===== src/rtl/prim_esc_pkg.sv =====
// Escalation lane encodings shared by the sequencer and the escalation receivers,
// plus the sequencer state type.
package prim_esc_pkg;

  typedef struct packed {
    logic esc_p;
    logic esc_n;
  } esc_tx_t;

  localparam esc_tx_t ESC_TX_DEFAULT = '{esc_p: 1'b0, esc_n: 1'b1};
  localparam esc_tx_t ESC_TX_ACTIVE  = '{esc_p: 1'b1, esc_n: 1'b0};

  typedef enum logic [1:0] {
    SEQ_IDLE     = 2'd0,
    SEQ_PHASE    = 2'd1,
    SEQ_TERMINAL = 2'd2
  } esc_seq_state_e;

endpackage


===== src/rtl/esc_phase_cnt.sv =====
// Loadable down-counter that times one escalation phase.
// The count saturates at zero.
module esc_phase_cnt #(
  parameter int CntW = 16
) (
  input  logic            clk_i,
  input  logic            rst_i,
  input  logic            load_i,
  input  logic [CntW-1:0] val_i,
  output logic            zero_o
);

  logic [CntW-1:0] cnt_q;

  always_ff @(posedge clk_i or posedge rst_i) begin
    if (rst_i) begin
      cnt_q <= '0;
    end else if (load_i) begin
      cnt_q <= val_i;
    end else if (cnt_q != '0) begin
      cnt_q <= cnt_q - CntW'(1);
    end
  end

  assign zero_o = (cnt_q == '0);

endmodule


===== src/rtl/esc_phase_seq.sv =====
// Escalation phase sequencer: asserts escalation lanes cumulatively, one timed phase at a time.
// Define ESC_PHASE_SEQ_LOCK_EN to make TERMINAL sticky until reset.
//
// state        | meaning
// SEQ_IDLE     | all lanes deasserted, waiting for en_i
// SEQ_PHASE    | lanes 0..idx asserted, phase counter running
// SEQ_TERMINAL | all lanes asserted until cleared
module esc_phase_seq
  import prim_esc_pkg::*;
#(
  parameter  int NumPhases = 3,
  parameter  int CntW      = 16,
  localparam int PhW       = $clog2(NumPhases + 1)
) (
  input  logic                            clk_i,
  input  logic                            rst_i,
  input  logic                            en_i,
  input  logic                            clr_i,
  input  logic [NumPhases-1:0][CntW-1:0]  phase_cyc_i,
  output esc_tx_t [NumPhases-1:0]         esc_tx_o,
  output logic [PhW-1:0]                  phase_o,
  output logic                            esc_active_o,
  output logic                            done_o
);

  esc_seq_state_e       state_q, state_d;
  logic [PhW-1:0]       idx_q, idx_d;
  logic [NumPhases-1:0] mask_q, mask_d;
  logic [PhW-1:0]       phase_q, phase_d;
  logic                 active_q, active_d;
  logic                 done_q, done_d;
  logic                 cnt_load, cnt_zero;
  logic [CntW-1:0]      cyc_sel, cnt_val;

  always_ff @(posedge clk_i or posedge rst_i) begin
    if (rst_i) begin
      state_q  <= SEQ_IDLE;
      idx_q    <= '0;
      mask_q   <= '0;
      phase_q  <= '0;
      active_q <= 1'b0;
      done_q   <= 1'b0;
    end else begin
      state_q  <= state_d;
      idx_q    <= idx_d;
      mask_q   <= mask_d;
      phase_q  <= phase_d;
      active_q <= active_d;
      done_q   <= done_d;
    end
  end

  always_comb begin
    state_d  = state_q;
    idx_d    = idx_q;
    cnt_load = 1'b0;
    unique case (state_q)
      SEQ_IDLE: begin
        if (en_i) begin
          state_d  = SEQ_PHASE;
          idx_d    = '0;
          cnt_load = 1'b1;
        end
      end
      SEQ_PHASE: begin
        if (cnt_zero) begin
          if (idx_q == PhW'(NumPhases - 1)) begin
            state_d = SEQ_TERMINAL;
          end else begin
            idx_d    = idx_q + PhW'(1);
            cnt_load = 1'b1;
          end
        end
      end
      SEQ_TERMINAL: ;
      default: begin
        state_d = SEQ_IDLE;
        idx_d   = '0;
      end
    endcase

    // Clear outranks both the trigger and a pending phase advance.
`ifdef ESC_PHASE_SEQ_LOCK_EN
    if (clr_i && (state_q != SEQ_TERMINAL)) begin
`else
    if (clr_i) begin
`endif
      state_d  = SEQ_IDLE;
      idx_d    = '0;
      cnt_load = 1'b0;
    end
  end

  // Duration of the phase being entered; 0 behaves as a single cycle.
  always_comb begin
    cyc_sel = '0;
    for (int k = 0; k < NumPhases; k++) begin
      if (idx_d == PhW'(k)) cyc_sel = phase_cyc_i[k];
    end
    cnt_val = (cyc_sel == '0) ? '0 : cyc_sel - CntW'(1);
  end

  esc_phase_cnt #(
    .CntW (CntW)
  ) u_cnt (
    .clk_i  (clk_i),
    .rst_i  (rst_i),
    .load_i (cnt_load),
    .val_i  (cnt_val),
    .zero_o (cnt_zero)
  );

  always_comb begin
    mask_d   = '0;
    phase_d  = '0;
    active_d = 1'b0;
    done_d   = 1'b0;
    unique case (state_d)
      SEQ_PHASE: begin
        for (int k = 0; k < NumPhases; k++) begin
          mask_d[k] = (PhW'(k) <= idx_d);
        end
        phase_d  = idx_d + PhW'(1);
        active_d = 1'b1;
      end
      SEQ_TERMINAL: begin
        mask_d   = '1;
        phase_d  = PhW'(NumPhases);
        active_d = 1'b1;
        done_d   = 1'b1;
      end
      default: ;
    endcase
  end

  always_comb begin
    for (int k = 0; k < NumPhases; k++) begin
      esc_tx_o[k] = mask_q[k] ? ESC_TX_ACTIVE : ESC_TX_DEFAULT;
    end
  end

  assign phase_o      = phase_q;
  assign esc_active_o = active_q;
  assign done_o       = done_q;

endmodule

===== config.mk =====
export PLATFORM = sky130hd
export DESIGN_NAME = esc_phase_seq
export DESIGN_NICKNAME = d
export VERILOG_FILES = /design/src/rtl/prim_esc_pkg.sv /design/src/rtl/esc_phase_cnt.sv /design/src/rtl/esc_phase_seq.sv
export SDC_FILE = /design/constraint.sdc
export NUM_CORES = 1
export LEC_CHECK = 0
export BUFFER_PORTS_ARGS = -buffer_cell sky130_fd_sc_hd__buf_2
export CAP_MARGIN = 20
export CORE_ASPECT_RATIO = 0.7
export CORE_MARGIN = 4
export CORE_UTILIZATION = 40
export DETAILED_ROUTE_END_ITERATION = 8
export GPL_TIMING_DRIVEN = 0
export MAX_ROUTING_LAYER = met4
export PLACE_DENSITY = 0.63
export REMOVE_ABC_BUFFERS = 1
export SLEW_MARGIN = 15
export SYNTH_ARGS = -nofsm -noshare
export SYNTH_HDL_FRONTEND = slang
export SYNTH_HIERARCHICAL = 1
export SYNTH_SLANG_ARGS = --single-unit

===== constraint.sdc =====
create_clock -name clk_i -period 12.7 [get_ports clk_i]
set_clock_uncertainty 0.05 [all_clocks]
set_input_delay 2.54 -clock clk_i [delete_from_list [all_inputs] [get_ports clk_i]]
set_output_delay 2.54 -clock clk_i [all_outputs]
set_load 0.02 [all_outputs]

======== After elaboration in Yosys (flattened, before gate mapping) ========
Cells that the tools add are included.
word-level totals
  flip-flop bits (word level) ............. 27
  bits in latches ......................... 0
  memory bits (writable) .................. 0
  bits in read-only memories .............. 0
  input port bits ......................... 52
  output and inout port bits .............. 10
  word-level logic and storage cells ...... 56
  memories kept ........................... 0
operators by class
  $add $sub $neg .......................... 4
  $mul .................................... 0
  divide/modulo/power cells ............... 0
  order comparisons ....................... 3
  equal/unequal tests ..................... 7
  shift operators ......................... 0
  muxes and demuxes ....................... 28
  bitwise logic cells ..................... 0
  reductions and logical operators ........ 7
operators with widths
  operator                                                        count
  two-way mux 16 bit                                              6
  zero test 16 bit                                                2
  subtractor 16 x 1 -> 16 bit (second input constant)             2
  two-way mux 2 bit                                               11
  nonzero test 16 bit                                             1
  case mux 2 bit (3 select lines)                                 2
  equality test 2 bit (second input constant)                     4
  equality test 2 x 1 -> 1 bit (second input constant)            3
  two-way mux 1 bit                                               6
  case mux 3 bit (2 select lines)                                 1
  adder 2 x 1 -> 2 bit (second input constant)                    2
  less-or-equal comparator 1 x 2 -> 1 bit (first input constant)  2
  zero test 2 bit                                                 2
  case mux 2 bit (2 select lines)                                 1
  less-or-equal comparator 2 bit (first input constant)           1
  case mux 1 bit (2 select lines)                                 1
  nonzero test 2 bit                                              1
  OR reduction 2 bit                                              1

======== Depth between registers and ports, before layout ========
  depth after elaboration ................. 12
  depth in mapped cells ................... 24
  gate-level depth less buffers ........... 21

======== Cells and area by module ========
The synthesis kept the hierarchy.
by module, submodules not included
  module         instances  cells each  area an instance (um^2)  seq. area each (um^2)
  esc_phase_seq  1          177         1405.1                   250.2
  esc_phase_cnt  1          102         993.5                    400.4

======== Least setup slack after synthesis ========
No wires, ideal clock.
  path type ............................... in2reg
  from .................................... input en_i
  to ...................................... register u_cnt.cnt_q[14]
  setup time .............................. 140 ps
  arrival ................................. 5125 ps
  data required time ...................... 12510 ps
  path slack .............................. 7384 ps
  stages on the path ...................... 16
  path buffers ............................ 2
  cell sequence ........................... a21oi_1 -> a21oi_1 -> or2_2 -> ha_1 -> buf_6 -> buf_2 -> a21oi_1 -> a2bb2oi_1 -> inv_1 -> ha_1 -> nor3b_4 -> nand2_4 -> nor3_1 -> mux2_1 -> nand2_1 -> o211ai_1
on the way
  longest elaborated chain between the ends .. 10
  elaborated cells between the ends (all ways) .. 17
  classes of those cells .................. add/sub (1); eq/ne (2); mux (11); reduce/logical (3)
RTL lines
  element                                                          RTL line              source
  from (decl)                                                      esc_phase_seq.sv:17   input logic en_i,
  two-way mux 2 bit (*)                                            esc_phase_seq.sv:59   if (en_i) begin
  case mux 2 bit (3 select lines) (*)                              esc_phase_seq.sv:57   unique case (state_q)
  two-way mux 2 bit (*)                                            esc_phase_seq.sv:86   if (clr_i) begin
  zero test 2 bit                                                  esc_phase_seq.sv:98   if (idx_d == PhW'(k)) cyc_sel = phase_cyc_i[k];
  two-way mux 16 bit (2 in series)                                 esc_phase_seq.sv:98
  two-way mux 16 bit (*)                                           esc_phase_seq.sv:98
  subtractor 16 x 1 -> 16 bit or zero test 16 bit (tied branches)  esc_phase_seq.sv:100  cnt_val = (cyc_sel == '0) ? '0 : cyc_sel - CntW'(1);
  two-way mux 16 bit (*)                                           esc_phase_seq.sv:100
  via cnt_val[14]                                                  esc_phase_seq.sv:33   logic [CntW-1:0] cyc_sel, cnt_val;
  two-way mux 16 bit (*)                                           esc_phase_cnt.sv:18   end else if (load_i) begin
  to (signal assigned)                                             esc_phase_cnt.sv:19   cnt_q <= val_i;
  to (signal assigned)                                             esc_phase_cnt.sv:21   cnt_q <= cnt_q - CntW'(1);
  to (decl)                                                        esc_phase_cnt.sv:13   logic [CntW-1:0] cnt_q;
Mark *: on every way through the listed nets, which the timed path passes. The rest lies on a longest branch.
A chain may end at the register's enable or synchronous reset.

======== Worst setup path after layout ========
  from .................................... input en_i
  to ...................................... register u_cnt.cnt_q[13]
on the way
  longest elaborated chain between the ends .. 10
  elaborated cells between the ends (all ways) .. 17
  classes of those cells .................. add/sub (1); eq/ne (2); mux (11); reduce/logical (3)
RTL lines
  element                                                          RTL line              source
  two-way mux 2 bit (*)                                            esc_phase_seq.sv:59
  case mux 2 bit (3 select lines) (*)                              esc_phase_seq.sv:57
  two-way mux 2 bit (*)                                            esc_phase_seq.sv:86
  via idx_d[0]                                                     esc_phase_seq.sv:27   logic [PhW-1:0] idx_q, idx_d;
  zero test 2 bit                                                  esc_phase_seq.sv:98
  two-way mux 16 bit (2 in series)                                 esc_phase_seq.sv:98
  two-way mux 16 bit (*)                                           esc_phase_seq.sv:98
  subtractor 16 x 1 -> 16 bit or zero test 16 bit (tied branches)  esc_phase_seq.sv:100
  two-way mux 16 bit (*)                                           esc_phase_seq.sv:100
  via cnt_val[13]                                                  esc_phase_seq.sv:33
  two-way mux 16 bit (*)                                           esc_phase_cnt.sv:18
Marks and branches as above.

==> metrics.txt <==
status=finished, final reports clean; largest net degree at the start of global routing=33; hold_buf cts=0; Post-Place Cells=403; CP Capture Type=flop; # IOs=62; CTS buffer count=3; final RePlAce weighted congestion=0.833; clk buf depth=2; max_cap viols=0; H-tree Lvls=1; Die X=101 um; f_max=168 MHz; clock latency on the worst-skew pair=270 ps; Internal=0.000189 W; vias in the first global route=2036; Mean Syn Cell Area=8.60 um^2; area added between synthesis and finish=16.8%; Initial DRC Count=91; GR Overflow Total=0; Die Y=72.8 um; Reg2Reg Depth=21; Setup crit start kind=primary input; crit path time final=5950 ps; CTS tree=yes; Worst Path Required=12800 ps; total power=0.000290 W; fin crit share=46.9%; r2r startpoint=u_cnt/cnt_q[0]; first-pass GRT wire length=9.35 mm; Worst R2R Setup Slack=7500 ps; Sink Count=26; remaining antenna violation count=0; VDD IR max=78.2 uV; commonest non-fill, non-tap cell in the layout=buf_2; crit path DAT=6050 ps; Seq pwr share=43.4%; fin cells=407; Slew @ Worst Pin=898 ps; hold endpoint=u_cnt/cnt_q[14]; # setup viols final=0; total wire length=5.50 mm; via/cell ratio=5.26; FP Rows=23; Yosys reg bits=26; synthesis warning total=6; initial core utilization=41.7%; Comb pwr share=32.6%; Fin Setup TNS=0 ps; Clock transition at path regs=100 ps; post-CTS setup buffer count=0; Net Sw Frac=34.8%; share of cells above drive strength 1=28.0%; Final Hold Fails=0; PwrDens=103 nW/um^2; sequential area share after synthesis=27.1%; Buffers on Ports=61; Post-layout nets=395; r2r endpoint=u_cnt/cnt_q[13]; Clock power frac=24.0%; # DRC=0; max-slew violations=0; Lkg Pwr=1.26 nW; Antenna Cells=0; most frequent cells in the layout=buf_2, nor2_1, a21oi_1, dfrtp_1, nand2_1; Worst Setup Path Type=primary input to flop; Total Routing Usage GR=15.8%; Switch Pwr=0.000101 W; post_cts resized=0; Die ar.=7320 um^2; Hold Crit Depth=2; Post-synth ARST share=100%; Vias=2142; worst-path fanout max=32; initial antenna violation count=0; TritonRoute pass-1 iters=4; Post-Syn Instances=279; Cell variety after synth=51; CTS Root Cell=clkbuf_8; dominant synthesized flop cell=dfrtp_1; Syn Std Cell Area=2400 um^2; Slew HR=40.2%; EDFF count, synth=0; routed length per instance=13.5 um; Hold Crit Class=flop to flop; RSZ-0062 raised after global routing=false; Hold Startpoint=u_cnt/cnt_q[14]; core footprint=5760 um^2; HPWL after DPL=4.45 mm
synthesized netlist by cell type, types with 4 or more instances:
library cell | n | area (um^2)
buf_2 | 4 | 20.0
xor2_1 | 7 | 61.3
nor2_1 | 33 | 124
nand2_1 | 25 | 93.8
dfrtp_1 | 26 | 651
clkbuf_1 | 4 | 15.0
mux2i_1 | 6 | 60.1
nor3_1 | 4 | 20.0
nand3_1 | 4 | 20.0
ha_1 | 10 | 125
inv_1 | 20 | 75.1
nand3b_1 | 19 | 143
o21ai_1 | 4 | 20.0
xnor2_1 | 14 | 123
a2bb2oi_1 | 12 | 105
a21oi_1 | 32 | 160
registers in the layout, summed over array words and instances, names as in the netlist:
register / count
u_cnt/cnt_q: 16
state_q: 2
idx_q: 2
mask_q: 2
done_o: 1
esc_active_o: 1
phase_o: 2
layout make-up:
| cell class | count | area, um^2 |
|---|---|---|
| fillers | 577 | 2950 |
| multi-input cells | 219 | 1590 |
| flip-flops and latches | 26 | 651 |
| inverters | 21 | 78.8 |
| clock inverters | 1 | 30.0 |
| repair buffers | 62 | 317 |
| clock buffers | 3 | 41.3 |
| well taps | 75 | 93.8 |
through the flow:
step | util (%) | cell area, um^2 | worst slack [ps] | hold slack [ps]
after floorplan | - | 2310 | 7190 | 462
after CTS | 48.7 | 2800 | 6750 | 526
final | 48.7 | 2800 | 6750 | 516
after global placement | 47.2 | 2710 | 6520 | 486
after global routing | 48.7 | 2800 | 6340 | 553
after detailed placement | 47.4 | 2730 | 6490 | 503
critical path: stages:
cell	delay (ps)
buf_2	120
a21oi_1	230
a21oi_1	100
or2_2	330
inv_1	90
ha_1	740
nand3b_1	200
a2bb2oi_1	150
inv_1	80
ha_1	170
nor3b_4	350
nand2_4	130
nor3_4	490
nor2_1	110
nor2_1	130
a211oi_2	60
cell families after synthesis:
group                      Yosys count  synth area share (%)
and+or+nand+nor                    116                  31.5
buffers and inverters               34                  6.78
adders and majority gates           10                  5.22
AOI/OAI and AO/OA                   63                  17.8
muxes                                9                  3.91
xor gates and xnor gates            21                  7.67
DFF                                 26                  27.1
metal layers:
metal / GRT usage [%] / vias up / wire (um) / share of wire, %
li1: - / 1077 / - / -
met1: 22.2 / 1035 / 2810 / 51
met2: 25.0 / 30 / 2480 / 45
met3: 3.06 / 0 / 197 / 3.6
met4: 0.897 / 0 / 0 / 0
met5: - / - / 0 / 0
worst max path at each step:
stage / start / end / slack (ps) / cells past startpoint
finish: en_i / u_cnt/cnt_q[13] / 6750 / 16
global route: en_i / u_cnt/cnt_q[13] / 6340 / 16
CTS: en_i / u_cnt/cnt_q[13] / 6750 / 16
detailed placement: en_i / u_cnt/cnt_q[13] / 6490 / 16
global placement: en_i / u_cnt/cnt_q[15] / 6520 / 16
floorplan: en_i / u_cnt/cnt_q[12] / 7190 / 15
power by group through the flow:
stage | registers [W] | logic [W] | clock network [W]
2_1_floorplan | 0.000123 | 0.0000725 | 0
3_3_place_gp | 0.000126 | 0.0000918 | 0
3_5_place_dp | 0.000127 | 0.0000948 | 0
4_1_cts | 0.000126 | 0.0000952 | 0.0000728
5_1_grt | 0.000129 | 0.000105 | 0.0000754
6_report | 0.000126 | 0.0000944 | 0.0000697
Note: power is estimated with default switching activity, not from simulation.
